$ cat src/rtl/stopwatch_ctrl.sv
// Stopwatch control sequencer: button edge detection, run/pause/expiry FSM,
// load/reset alternation, lap hold and count-enable gating for the BCD counter chain.
module stopwatch_ctrl (
  input  logic        clk,
  input  logic        master_reset,
  input  logic        tick,
  input  logic        button_ss,
  input  logic        button_rl,
  input  logic        up_down,
  input  logic [15:0] q,
  output logic        cnt_reset,
  output logic        cnt_load,
  output logic        cnt_en,
  output logic        dir,
  output logic        done,
  output logic        lap_active,
  output logic [15:0] disp_val,
  output logic [1:0]  state
);

  typedef enum logic [1:0] {
    IDLE    = 2'b00,
    RUN     = 2'b01,
    PAUSE   = 2'b10,
    EXPIRED = 2'b11
  } state_t;

  typedef enum logic {
    PH_LOAD  = 1'b0,
    PH_RESET = 1'b1
  } phase_t;

  // Bit 0 is start/stop, bit 1 is reset/load/lap.
  logic [1:0] button_raw;
  logic [1:0] press;

  assign button_raw = {button_rl, button_ss};

  generate
    for (genvar gi = 0; gi < 2; gi++) begin : g_btn
      logic sync_reg;
      logic hist_reg;

      always_ff @(posedge clk) begin
        if (master_reset) begin
          sync_reg <= 1'b0;
          hist_reg <= 1'b0;
        end else begin
          sync_reg <= button_raw[gi];
          hist_reg <= sync_reg;
        end
      end

      assign press[gi] = sync_reg & ~hist_reg;
    end
  endgenerate

  logic ss_press;
  logic rl_press;

  // A simultaneous start/stop press swallows the reset/load press.
  assign ss_press = press[0];
  assign rl_press = press[1] & ~press[0];

  state_t      state_reg,      state_next;
  phase_t      phase_reg,      phase_next;
  logic        dir_reg,        dir_next;
  logic [15:0] lap_reg,        lap_next;
  logic        lap_active_reg, lap_active_next;
  logic        cnt_load_reg,   cnt_load_next;
  logic        cnt_reset_reg,  cnt_reset_next;

  logic q_zero;
  logic at_floor;

  assign q_zero   = (q == 16'h0000);
  assign at_floor = ~dir_reg & q_zero;

  always_ff @(posedge clk) begin
    if (master_reset) begin
      state_reg      <= IDLE;
      phase_reg      <= PH_LOAD;
      dir_reg        <= 1'b1;
      lap_reg        <= 16'h0000;
      lap_active_reg <= 1'b0;
      cnt_load_reg   <= 1'b0;
      cnt_reset_reg  <= 1'b0;
    end else begin
      state_reg      <= state_next;
      phase_reg      <= phase_next;
      dir_reg        <= dir_next;
      lap_reg        <= lap_next;
      lap_active_reg <= lap_active_next;
      cnt_load_reg   <= cnt_load_next;
      cnt_reset_reg  <= cnt_reset_next;
    end
  end

  always_comb begin
    state_next      = state_reg;
    phase_next      = phase_reg;
    lap_next        = lap_reg;
    lap_active_next = lap_active_reg;
    cnt_load_next   = 1'b0;
    cnt_reset_next  = 1'b0;
    // Direction is frozen only while counting.
    dir_next        = (state_reg == RUN) ? dir_reg : up_down;

    case (state_reg)
      IDLE, PAUSE: begin
        if (ss_press) begin
          state_next = RUN;
        end else if (rl_press) begin
          if (phase_reg == PH_LOAD) begin
            cnt_load_next = 1'b1;
            state_next    = PAUSE;
            phase_next    = PH_RESET;
          end else begin
            cnt_reset_next = 1'b1;
            state_next     = IDLE;
            phase_next     = PH_LOAD;
          end
        end
      end
      RUN: begin
        // Expiry outranks any button activity in the same cycle.
        if (at_floor) begin
          state_next = EXPIRED;
        end else if (ss_press) begin
          state_next = PAUSE;
        end else if (rl_press) begin
          if (lap_active_reg) begin
            lap_active_next = 1'b0;
          end else begin
            lap_next        = q;
            lap_active_next = 1'b1;
          end
        end
      end
      EXPIRED: begin
        if (rl_press) begin
          cnt_reset_next = 1'b1;
          state_next     = IDLE;
          phase_next     = PH_LOAD;
        end
      end
      default: begin
        state_next = IDLE;
      end
    endcase

    if (state_next != RUN) begin
      lap_active_next = 1'b0;
    end
  end

  assign cnt_en     = tick & (state_reg == RUN) & ~at_floor;
  assign cnt_load   = cnt_load_reg;
  assign cnt_reset  = cnt_reset_reg;
  assign dir        = dir_reg;
  assign done       = (state_reg == EXPIRED);
  assign lap_active = lap_active_reg;
  assign disp_val   = lap_active_reg ? lap_reg : q;
  assign state      = state_reg;

endmodule

$ cat config.mk
export PLATFORM = sky130hd
export DESIGN_NAME = stopwatch_ctrl
export DESIGN_NICKNAME = d
export VERILOG_FILES = /design/src/rtl/stopwatch_ctrl.sv
export SDC_FILE = /design/constraint.sdc
export NUM_CORES = 1
export LEC_CHECK = 0
export BUFFER_PORTS_ARGS = -buffer_cell sky130_fd_sc_hd__buf_2
export CAP_MARGIN = 20
export CORE_MARGIN = 2
export CORE_UTILIZATION = 56
export CTS_BUF_LIST = sky130_fd_sc_hd__clkbuf_8
export DETAILED_ROUTE_END_ITERATION = 12
export PLACE_DENSITY = 0.95
export RECOVER_POWER = 100
export SKIP_LAST_GASP = 1
export SLEW_MARGIN = 20
export SYNTH_ARGS = -nofsm -noshare
export SYNTH_HDL_FRONTEND = slang
export SYNTH_SLANG_ARGS = --single-unit
$ cat constraint.sdc
create_clock -name clk -period 3.3 [get_ports clk]
set_input_delay 0.165 -clock clk [delete_from_list [all_inputs] [get_ports clk]]
set_output_delay 0.165 -clock clk [all_outputs]
set_load 0.1 [all_outputs]
== Yosys cells after proc, flatten, opt, wreduce, memory -nomap -nowiden ==
Index checks and enable logic that the tools add are counted.
Word-level totals
  input bits: 22
  logic and storage cells: 58
  bits in registers: 27
  output and inout bits: 24
Cells by class
  bitwise logic cells: 13
  equal/unequal tests: 7
  reductions and logical operators: 8
  mux-type cells: 19
Operator list (number)
  $logic_not A16 Y1: 1
  $mux W16: 1
  $mux W2: 6
  $mux W1: 9
  $reduce_and A4 Y1: 2
  $not A1 Y1: 7
  $and A1 B1 Y1: 6
  $pmux W2 S3: 1
  $eq A2 B2 Y1 const B: 2
  $ne A2 B1 Y1 const B: 2
  $ne A2 B2 Y1 const B: 2
  $pmux W1 S2: 2
  $reduce_or A2 Y1: 2
  $reduce_or A4 Y1: 1
  $eq A2 B1 Y1 const B: 1
  $logic_not A2 Y1: 1
  $reduce_bool A2 Y1: 1

== Depth between registers and ports, before layout ==
  depth in word-level cells: 9
  depth in mapped cells: 7
  depth with buffers taken out: 4

== Worst setup path before layout ==
No wires, ideal clock.
  kind: flip-flop to output port
  start: reg state_reg[0] (netlist: state[0])
  end: out cnt_en
  buffers on the path: 0
  stages on the path, launching flop included: 4
  arrival: 2.928 ns
  path slack: 0.207 ns
  path through: dfxtp_1 > nor2b_1 > nand2_1 > a21oi_1
Between the ends
  word-level cells in the longest chain between the ends: 3
RTL lines
  from (decl): RTL line 65  | state_t state_reg, state_next;
  from (signal assigned): RTL line 89  | state_reg <= state_next;
  $eq A2 B1 Y1: RTL line 157  | assign cnt_en = tick & (state_reg == RUN) & ~at_floor;
  $and A1 B1 Y1 (2 in a row): RTL line 157
  to (decl): RTL line 13  | output logic cnt_en,
No other way between the ends.

== Worst setup path in the final report ==
  start: reg lap_active_reg (netlist: lap_active)
  end: out disp_val[15]
Between the ends
  word-level cells in the longest chain between the ends: 1
RTL lines
  from (decl): RTL line 69  | logic lap_active_reg, lap_active_next;
  from (signal assigned): RTL line 93  | lap_active_reg <= lap_active_next;
  $mux W16
  to (decl): RTL line 17  | output logic [15:0] disp_val,
No other way between the ends.

==> qor.csv <==
stage,metric,value,unit
synthesis,async_flop_share,0,
timing,tightest_slew,1.28,ns
placed_design,gp_congestion,0.830,
final_layout,instances_no_fill,222,
final_layout,drive_gt1_frac,0.214,
route,drc,0,
route,met1_length,1.31,mm
power,p_seq_frac,0.469,
final_layout,largest_reg_flops,16,
final_layout,insertedDiodeCount,0,
outcome,status,finished clean,
clock_network,root_buffer,clkbuf_8,
power,p_clk_frac,0.251,
clock_network,hold_buffers,0,
placed_design,placed_cells,218,
clock_network,clockBufferDepth,2,
timing,min_period,2.50,ns
worst_setup_path,crit_arrival,2.34,ns
power,vdd_drop_max,265,uV
worst_setup_path,timing.rr.start,dir$_SDFFE_PP1N_,
worst_setup_path,end_kind,primary output,
timing,final.period_utilization,0.758,
global_routing,grt-ovfl-total,0,
worst_setup_path,reg2reg_depth,4,
synthesis,synth_edf_count,0,
floorplanning,io_pins,46,
clock_network,clock-sinks,27,
job,cap_viol_max_count,0,
final_layout,most-common-layout-cells,"33 x nand2b_1, 27 x dfxtp_1, 25 x clkbuf_1",
floorplanning,die_area,0.00306,mm^2
power,netSwitchingPower,271,uW
route,via_count,1259,
timing,setup_viol,0,
synthesis,seq_area_frac_synth,0.367,
clock_network,clk_latency,0.27,ns
clock_network,cts_buffers,3,
synthesis,ys_ff_latch,27,
final_layout,final_area,0.00168,mm^2
route,drt-total-wl,3.24,mm
worst_setup_path,crit_start,lap_active$_SDFFE_PP0P_,
placed_design,portBuffers,45,
synthesis,synthCells,152,
synthesis,synth.avg_cell_area,9.69,um^2
hold_path,hold_path.class,primary input to flip-flop,
synthesis,syn_area,0.00147,mm^2
global_routing,grt_pass1_wl,5.25,mm
timing,tns,0,ns
floorplanning,die_w,55.3,um
timing,fin_skew,0.00579,ns
final_layout,synthToLayoutAreaGrowth,13.8,%
route,dr.pass1.iters,5,
worst_setup_path,crit_chain,mux2_2 -> clkbuf_1,
worst_setup_path,slowest_stage,clkbuf_1,
timing,slew-limit-headroom,0.146,
power,p_leak,0.712,nW
worst_setup_path,worst-path-buf-inv,1,
final_layout,nets,215,
synthesis,yosysUniqueCellTypes,30,
timing,hold_violations,0,
floorplanning,core,0.00248,mm^2
power,combPwrFrac,0.281,
synthesis,ys_warn_count,0,
floorplanning,die_h,55.3,um
worst_setup_path,worstSetupPathType,flip-flop to primary output,
worst_setup_path,required,3.13,ns
worst_setup_path,cpPeakStageDelay,0.89,ns
route,wl_met2,1.72,mm
synthesis,synthFlopType,dfxtp_1,
synthesis,synth.net_count,174,
route,dr.first_iter.drc_count,37,
worst_setup_path,cp_max_fo,19,
placed_design,pre_cts_ws,1.25,ns
timing,final.setup.worst_slack,0.798,ns
worst_setup_path,crit_family,buffers and inverters,
worst_setup_path,crit_path_end,disp_val[15],
power,p_total,735,uW
clock_network,cts-resized-gates,0,
placed_design,placed_cell_area,0.00166,mm^2
power,p_per_area,439,mW/mm^2
power,intPower,464,uW
global_routing,antenna_found_initial,0,
timing,fmax,0.400,GHz
global_routing,grtUsageTotal,0.207,
global_routing,grt_max_degree,43,
worst_setup_path,crit_cells,2,
route,antenna_left,0,
floorplanning,rows,18,
route,wl_per_cell,14.6,um
floorplanning,start_util,0.594,
clock_network,cts_max_level,1,
timing,rsz0062_at_grt,false,
final_layout,final_common_cell,nand2b_1,
route,wl_met3,190,um
timing,finalMaxSlewViolations,0,
route,viasPerCell,5.67,
worst_setup_path,r2r_end,lap_reg[3]$_SDFFE_PP0P_,
worst_setup_path,startpoint_type,flip-flop,
clock_network,clk_pin_slew,0.09,ns
clock_network,post-cts-setup-buffers,0,
route,top_layer,met4,
placed_design,dp_hpwl,2.45,mm
worst_setup_path,ff2ff_setup_slack,1.15,ns
power,switching_share,0.368,
clock_network,tritoncts,built,
global_routing,grt_pass1_vias,1237,
-- power groups by stage --
stage                     logic (mW)  registers, mW  clock network (mW)
after global placement         0.206          0.351                   0
after global routing           0.216          0.346               0.200
final                          0.206          0.344               0.184
after detailed placement       0.210          0.352                   0
after floorplan                0.150          0.375                   0
after CTS                      0.210          0.344               0.182
-- synthesized netlist by cell type (all sizes together) (4+ instances only) --
cell    count  area share
inv         4       0.010
nor2b       8       0.034
nand2b     33        0.14
a21oi       5       0.017
clkbuf      4       0.010
buf         5       0.039
dfxtp      27        0.37
mux2i      16        0.11
mux2       16        0.12
nand2       4       0.010
nor2        5       0.013
-- cells by family after synthesis --
family	share of synthesized area
compound gates	0.0714
buf+inv	0.0595
flops	0.367
mux	0.231
simple gates	0.271
-- metal layers --
| metal | up-vias | track usage |
|---|---|---|
| li1 | 611 | - |
| met1 | 596 | 0.235 |
| met2 | 48 | 0.383 |
| met3 | 4 | 0.0398 |
| met4 | 0 | 0.0732 |
| met5 | - | 0 |
-- final cells by class --
cell class | instances | area (um^2)
repair buffers | 45 | 194
inverters | 4 | 15.0
fillers | 214 | 802
clock buffers | 3 | 41.3
clock inverters | 1 | 3.75
well taps | 30 | 37.5
flip-flops and latches | 27 | 541
multi-input cells | 112 | 843
-- worst register-to-register path, stage by stage (launching register included) --
cell and delay (ns):
dfxtp_1 0.33, nor4_1 0.42, and4_1 0.34, a211o_1 0.70, mux2i_1 0.29
-- worst min path at each step --
stage / slack, ns / cells past startpoint / start / endpoint
final: 0.11 / 2 / button_ss / g_btn[0].sync_reg$_SDFF_PP0_
after global routing: 0.14 / 2 / button_rl / g_btn[1].sync_reg$_SDFF_PP0_
after CTS: 0.11 / 2 / button_ss / g_btn[0].sync_reg$_SDFF_PP0_
after detailed placement: 0.38 / 2 / button_ss / g_btn[0].sync_reg$_SDFF_PP0_
after global placement: 0.38 / 2 / button_rl / g_btn[1].sync_reg$_SDFF_PP0_
after floorplan: 0.29 / 1 / button_ss / g_btn[0].sync_reg$_SDFF_PP0_
-- metrics by stage --
stage	hold WS [ns]	utilization
3_3_place_gp	0.381	0.671
6_report	0.110	0.676
5_1_grt	0.135	0.676
3_5_place_dp	0.385	0.671
2_1_floorplan	0.293	-
4_1_cts	0.111	0.689
(Power assumes the default switching activity.)
